--- src/rtl/snoop_bus_arbiter.sv ---
`default_nettype none
// ============================================================================
// Module   : snoop_bus_arbiter
// Purpose  : Round-robin arbiter and sequencer for the shared MESI snoop bus
//            between NUM_REQ L1 controllers and the L2. Grants the bus to one
//            L1 at a time, holds it until completion (bus_valid), withdrawal
//            (req drop) or timeout, then inserts one dead turnaround cycle.
// Ports    : clk          - single clock, rising edge
//            reset_n      - asynchronous active-low reset
//            req          - per-L1 level request
//            bus_valid    - sampled BusValid (completion); X/Z act as 0
//            gnt          - registered one-hot grant
//            bus_busy     - BusBusy, high exactly when gnt is nonzero
//            owner        - index of current or most recent grantee
//            timeout_err  - one-cycle pulse during a forced release
//            txn_count    - saturating count of completed transactions
// Revision : 1.0 - initial release
// ============================================================================
module snoop_bus_arbiter #(
  parameter int          NUM_REQ         = 4,
  parameter int          TIMEOUT         = 64,
  // Reset value of txn_count; 0 in normal use, nonzero only for bring-up
  // preload of the saturating counter.
  parameter logic [15:0] TXN_COUNT_RESET = 16'h0000
) (
  input  logic                       clk,
  input  logic                       reset_n,
  input  logic [NUM_REQ-1:0]         req,
  input  logic                       bus_valid,
  output logic [NUM_REQ-1:0]         gnt,
  output logic                       bus_busy,
  output logic [$clog2(NUM_REQ)-1:0] owner,
  output logic                       timeout_err,
  output logic [15:0]                txn_count
);

  localparam int                   OWNER_W    = $clog2(NUM_REQ);
  localparam int                   WAIT_W     = $clog2(TIMEOUT);
  localparam logic [WAIT_W-1:0]    WAIT_LAST  = WAIT_W'(TIMEOUT - 1);
  localparam logic [OWNER_W-1:0]   LAST_RESET = OWNER_W'(NUM_REQ - 1);
  localparam logic [NUM_REQ-1:0]   GNT_ONE    = NUM_REQ'(1);

  typedef enum logic [1:0] {
    ST_IDLE    = 2'd0,
    ST_OWN     = 2'd1,
    ST_RELEASE = 2'd2
  } state_t;

  state_t               state_q,       state_d;
  logic [NUM_REQ-1:0]   gnt_q,         gnt_d;
  logic                 bus_busy_q,    bus_busy_d;
  logic [OWNER_W-1:0]   owner_q,       owner_d;
  logic [OWNER_W-1:0]   last_q,        last_d;
  logic [WAIT_W-1:0]    wait_cnt_q,    wait_cnt_d;
  logic                 timeout_err_q, timeout_err_d;
  logic [15:0]          txn_count_q,   txn_count_d;

  logic [OWNER_W-1:0]   winner;
  logic                 req_any;
  logic                 completed;

  assign req_any = |req;
  // Only a clean 1 counts as completion; an unknown value falls through
  // to the other rules.
  assign completed = (bus_valid == 1'b1);

  // Round-robin pick: the requester at the smallest offset 1..NUM_REQ after
  // last wins. Offsets are scanned from largest to smallest so the final
  // matching assignment is the closest one.
  always_comb begin
    winner = last_q;
    for (int i = NUM_REQ; i >= 1; i--) begin
      for (int j = 0; j < NUM_REQ; j++) begin
        if (req[j] && (((int'(last_q) + i) % NUM_REQ) == j)) begin
          winner = OWNER_W'(j);
        end
      end
    end
  end

  always_comb begin
    state_d       = state_q;
    gnt_d         = gnt_q;
    owner_d       = owner_q;
    last_d        = last_q;
    wait_cnt_d    = wait_cnt_q;
    timeout_err_d = 1'b0;
    txn_count_d   = txn_count_q;

    case (state_q)
      // The turnaround cycle arbitrates exactly like IDLE, so a pending
      // request goes straight back to OWN after one dead cycle.
      ST_IDLE, ST_RELEASE: begin
        if (req_any) begin
          state_d    = ST_OWN;
          gnt_d      = GNT_ONE << winner;
          owner_d    = winner;
          last_d     = winner;
          wait_cnt_d = '0;
        end else begin
          state_d = ST_IDLE;
          gnt_d   = '0;
        end
      end

      ST_OWN: begin
        if (completed) begin
          state_d     = ST_RELEASE;
          gnt_d       = '0;
          txn_count_d = (txn_count_q == 16'hFFFF) ? txn_count_q
                                                  : txn_count_q + 16'd1;
        end else if (!req[owner_q]) begin
          state_d = ST_RELEASE;
          gnt_d   = '0;
        end else if (wait_cnt_q == WAIT_LAST) begin
          state_d       = ST_RELEASE;
          gnt_d         = '0;
          timeout_err_d = 1'b1;
        end else begin
          wait_cnt_d = wait_cnt_q + 1'b1;
        end
      end

      default: begin
        state_d = ST_IDLE;
        gnt_d   = '0;
      end
    endcase

    bus_busy_d = |gnt_d;
  end

  always_ff @(posedge clk or negedge reset_n) begin
    if (!reset_n) begin
      state_q       <= ST_IDLE;
      gnt_q         <= '0;
      bus_busy_q    <= 1'b0;
      owner_q       <= '0;
      last_q        <= LAST_RESET;
      wait_cnt_q    <= '0;
      timeout_err_q <= 1'b0;
      txn_count_q   <= TXN_COUNT_RESET;
    end else begin
      state_q       <= state_d;
      gnt_q         <= gnt_d;
      bus_busy_q    <= bus_busy_d;
      owner_q       <= owner_d;
      last_q        <= last_d;
      wait_cnt_q    <= wait_cnt_d;
      timeout_err_q <= timeout_err_d;
      txn_count_q   <= txn_count_d;
    end
  end

  assign gnt         = gnt_q;
  assign bus_busy    = bus_busy_q;
  assign owner       = owner_q;
  assign timeout_err = timeout_err_q;
  assign txn_count   = txn_count_q;

endmodule
`default_nettype wire

--- config.mk ---
export PLATFORM = sky130hd
export DESIGN_NAME = snoop_bus_arbiter
export DESIGN_NICKNAME = d
export VERILOG_FILES = /design/src/rtl/snoop_bus_arbiter.sv
export SDC_FILE = /design/constraint.sdc
export NUM_CORES = 1
export LEC_CHECK = 0
export BUFFER_PORTS_ARGS = -buffer_cell sky130_fd_sc_hd__buf_4
export CAP_MARGIN = 25
export CELL_PAD_IN_SITES_DETAIL_PLACEMENT = 1
export CELL_PAD_IN_SITES_GLOBAL_PLACEMENT = 2
export CORE_AREA = 10 10 80 82
export DETAILED_ROUTE_END_ITERATION = 10
export DIE_AREA = 0 0 90 92
export HOLD_SLACK_MARGIN = 0.15
export PLACE_DENSITY_LB_ADDON = 0.1
export SLEW_MARGIN = 10
export SYNTH_ARGS = -nofsm -noshare
export SYNTH_HDL_FRONTEND = slang
export SYNTH_SLANG_ARGS = --single-unit
--- constraint.sdc ---
create_clock -name clk -period 2.9 [get_ports clk]
set_input_delay 0.725 -clock clk [delete_from_list [all_inputs] [get_ports clk]]
set_output_delay 0.725 -clock clk [all_outputs]
set_load 0.01 [all_outputs]
==> results.toml <==
[run_status]
outcome = "completed"

[place]
placed_cell_area_sq_um = 1910
placed_cells = 251
gp_congestion = 0.741
place_ws_ns = 0.343
io_buffers = 30
hpwlAfterDp_mm = 3.11

[sta]
finalCriticalPeriod_ns = 2.27
setup_tns_ns = 0
max_freq_mhz = 440
rsz0062_at_grt = "false"
tightest_slew_ns = 0.511
slew_headroom_pct = 65.7
fin_ws_ns = 0.629
hold_viol_final = 0
setup_viol = 0
slew_viol_final = 0
min_period_over_period_pct = 78.3
finClkSkew_ns = 0.00225

[synthesis]
syn_nets = 159
synth.area.top_cells = "dfrtp_1 50%, xnor2_1 7.1%, nand2_1 4.5%"
yosys.area.top_type = "dfrtp_1"
synthDominantCellAreaShare_pct = 50.2
async_reset_ff_share_pct = 100
synthCells = 150
synth_commonest_cells = "32 x dfrtp_1, 19 x nand2_1, 15 x nor2_1"
synth.ff_latch_count = 34
synthMostInstantiatedCell = "dfrtp_1"
synth_warnings = 0
synth_ff_type = "dfrtp_1"
synth_cell_types = 34
syn_area_per_cell_sq_um = 10.6
ys_seq_area_share_pct = 53.5
synth-edff-count = 0
syn_area_sq_um = 1590

[cells_and_area]
multi_input_area_sq_um = 718
n_antenna_cell = 0
instances_no_fill = 257
n_fill_cell = 565
drive_above_1_share_pct = 24.1
seqCellArea_sq_um = 853
final_area_sq_um = 1990
syn2layout_area_growth_pct = 25.0
nets = 197

[critical_path]
crit_path_cell_trace = "buf_4, mux4_2, o211a_1, a22o_1, or4_4"
cp-start-kind = "input port"
endpoint = "bus_busy$_DFF_PN0_"
cp.buffers_inverters = 1
crit_path_top_delay_cell = "mux4_2"
startpoint = "req[1]"
cp_slowest_stage_delay_ns = 0.51
critical_path_depth = 5
cpLargestDelayFamily = "compound AO/OA/AOI/OAI gates"
r2r_start = "owner[1]$_DFFE_PN0P_"
crit_type = "in2reg"
r2r_cells = 4
setup.worst_path.end_class = "register"
crit_path_max_fanout = 9
cp.arrival_ns = 2.42
worstPathRequired_ns = 3.05
reg2reg_slack_ns = 0.75
reg2reg_to = "bus_busy$_DFF_PN0_"

[routing]
drt-wirelength-per-cell_um = 16.1
route.detailed.vias_per_inst = 4.91
antenna_left = 0
drc = 0
drt-pass1-iter-count = 4
drt_iter0_markers = 42
wirelength_mm = 4.15
vias = 1261

[power_and_ir_drop]
intPower_mw = 1.08
p_leak_nw = 0.924
pwr-share-seq_pct = 44.3
p_sw_share_pct = 35.7
clkPwrFrac_pct = 20.4
power.switching_mw = 0.597
peakVddDrop_v = 0.000361
pwr-share-comb_pct = 35.3
power_density_nw_per_um2 = 840

[global_routing]
antenna_found_initial = 0
grt_pass1_wl_mm = 7.07
grt-ovfl-total = 0
grt_pass1_vias = 1361
grt_max_degree = 35
grt_use_total_pct = 10.4

[cts]
cts_buffer_depth = 2
root_buffer = "clkbuf_8"
cts_setup_buffers = 0
clk_pin_slew_ns = 0.06
clkLatencyLatePin_ns = 0.28
h-tree-depth = 2
cts_sinks = 34
cts_inserted_buffers = 5
ctsResizeCount = 0
cts_tree = "built"
cts_hold_buf = 0

[flow_run]
maxCapViolCount = 0

[hold_path]
hold_class = "in2async"

[floorplanning]
fp.dieW_um = 90
dieArea_sq_um = 8280
initial_core_util_pct = 32.5
fp-row-count = 26
die_y_um = 92
ios = 31
core-area_sq_um = 4910
power groups by stage:
stage,logic (mW),registers (mW),clock network [mW]
floorplan,0.316,0.746,0
global placement,0.575,0.742,0
detailed placement,0.595,0.745,0
CTS,0.603,0.741,0.356
global route,0.651,0.760,0.381
finish,0.591,0.741,0.342
cell type report:
cell class                 count  share of cell area (%)
sequential                    34                    42.8
multi-input combinational    112                    36.0
timing repair buffer          32                    12.1
clock buffer                   6                    4.14
inverter                       3                   0.565
tap                           70                    4.39
metrics by stage:
| step | hold WS [ns] | utilization [%] | total power, mW |
|---|---|---|---|
| finish | 0.384 | 40.6 | 1.67 |
| global route | 0.416 | 40.6 | 1.79 |
| CTS | 0.398 | 40.6 | 1.70 |
| detailed placement | 0.495 | 38.9 | 1.34 |
| global placement | 0.488 | 38.9 | 1.32 |
| floorplan | 0.429 | - | 1.06 |
logic make-up after synthesis:
group | share of synthesized area (%)
adders and majority gates | 1.57
and+or+nand+nor | 20.6
buffers and inverters | 1.41
AOI/OAI and AO/OA | 9.58
DFF | 53.5
muxes | 3.45
xor gates and xnor gates | 9.89
how the worst min path moves through the flow:
stage / startpoint / endpoint / slack (ns) / cells after the start
2_1_floorplan: reset_n / bus_busy$_DFF_PN0_ / 0.43 / 0
3_3_place_gp: txn_count[15]$_DFFE_PN0P_ / txn_count[15]$_DFFE_PN0P_ / 0.49 / 1
3_5_place_dp: txn_count[15]$_DFFE_PN0P_ / txn_count[15]$_DFFE_PN0P_ / 0.50 / 1
4_1_cts: reset_n / wait_cnt_q[4]$_DFFE_PN0P_ / 0.40 / 1
5_1_grt: reset_n / wait_cnt_q[4]$_DFFE_PN0P_ / 0.42 / 1
6_report: reset_n / wait_cnt_q[4]$_DFFE_PN0P_ / 0.38 / 1
state kept, by name (all words and copies together), names as in the netlist:
| register | count |
|---|---|
| txn_count | 16 |
| owner | 2 |
| last_q | 2 |
| timeout_err | 1 |
| gnt | 4 |
| state_q | 2 |
| wait_cnt_q | 6 |
| bus_busy | 1 |
worst reg2reg max path, cell delays in order, from the launching register on:
cell and delay (ns):
dfrtp_1 0.40, mux4_2 0.57, o211a_1 0.26, a22o_1 0.29
or4_4 0.50
cell usage in the layout (no fill, tap or decap), types with 5 or more instances in the layout:
cell type,Yosys,final
xor2_1,5,5
a21oi_1,6,6
nand4_1,5,5
xnor2_1,13,13
nor2_1,15,15
nand3_1,9,9
o21ai_0,5,5
nand2_1,19,19
buf_4,0,32
dfrtp_1,32,32
clkbuf_8,0,6
routing by layer:
metal	GRT usage, %	wire (um)
met1	12.6	1950
met2	17.3	1970
met3	3.18	170
met4	3.71	59
met5	0	0
No activity file was read; power rests on OpenSTA's default activity.
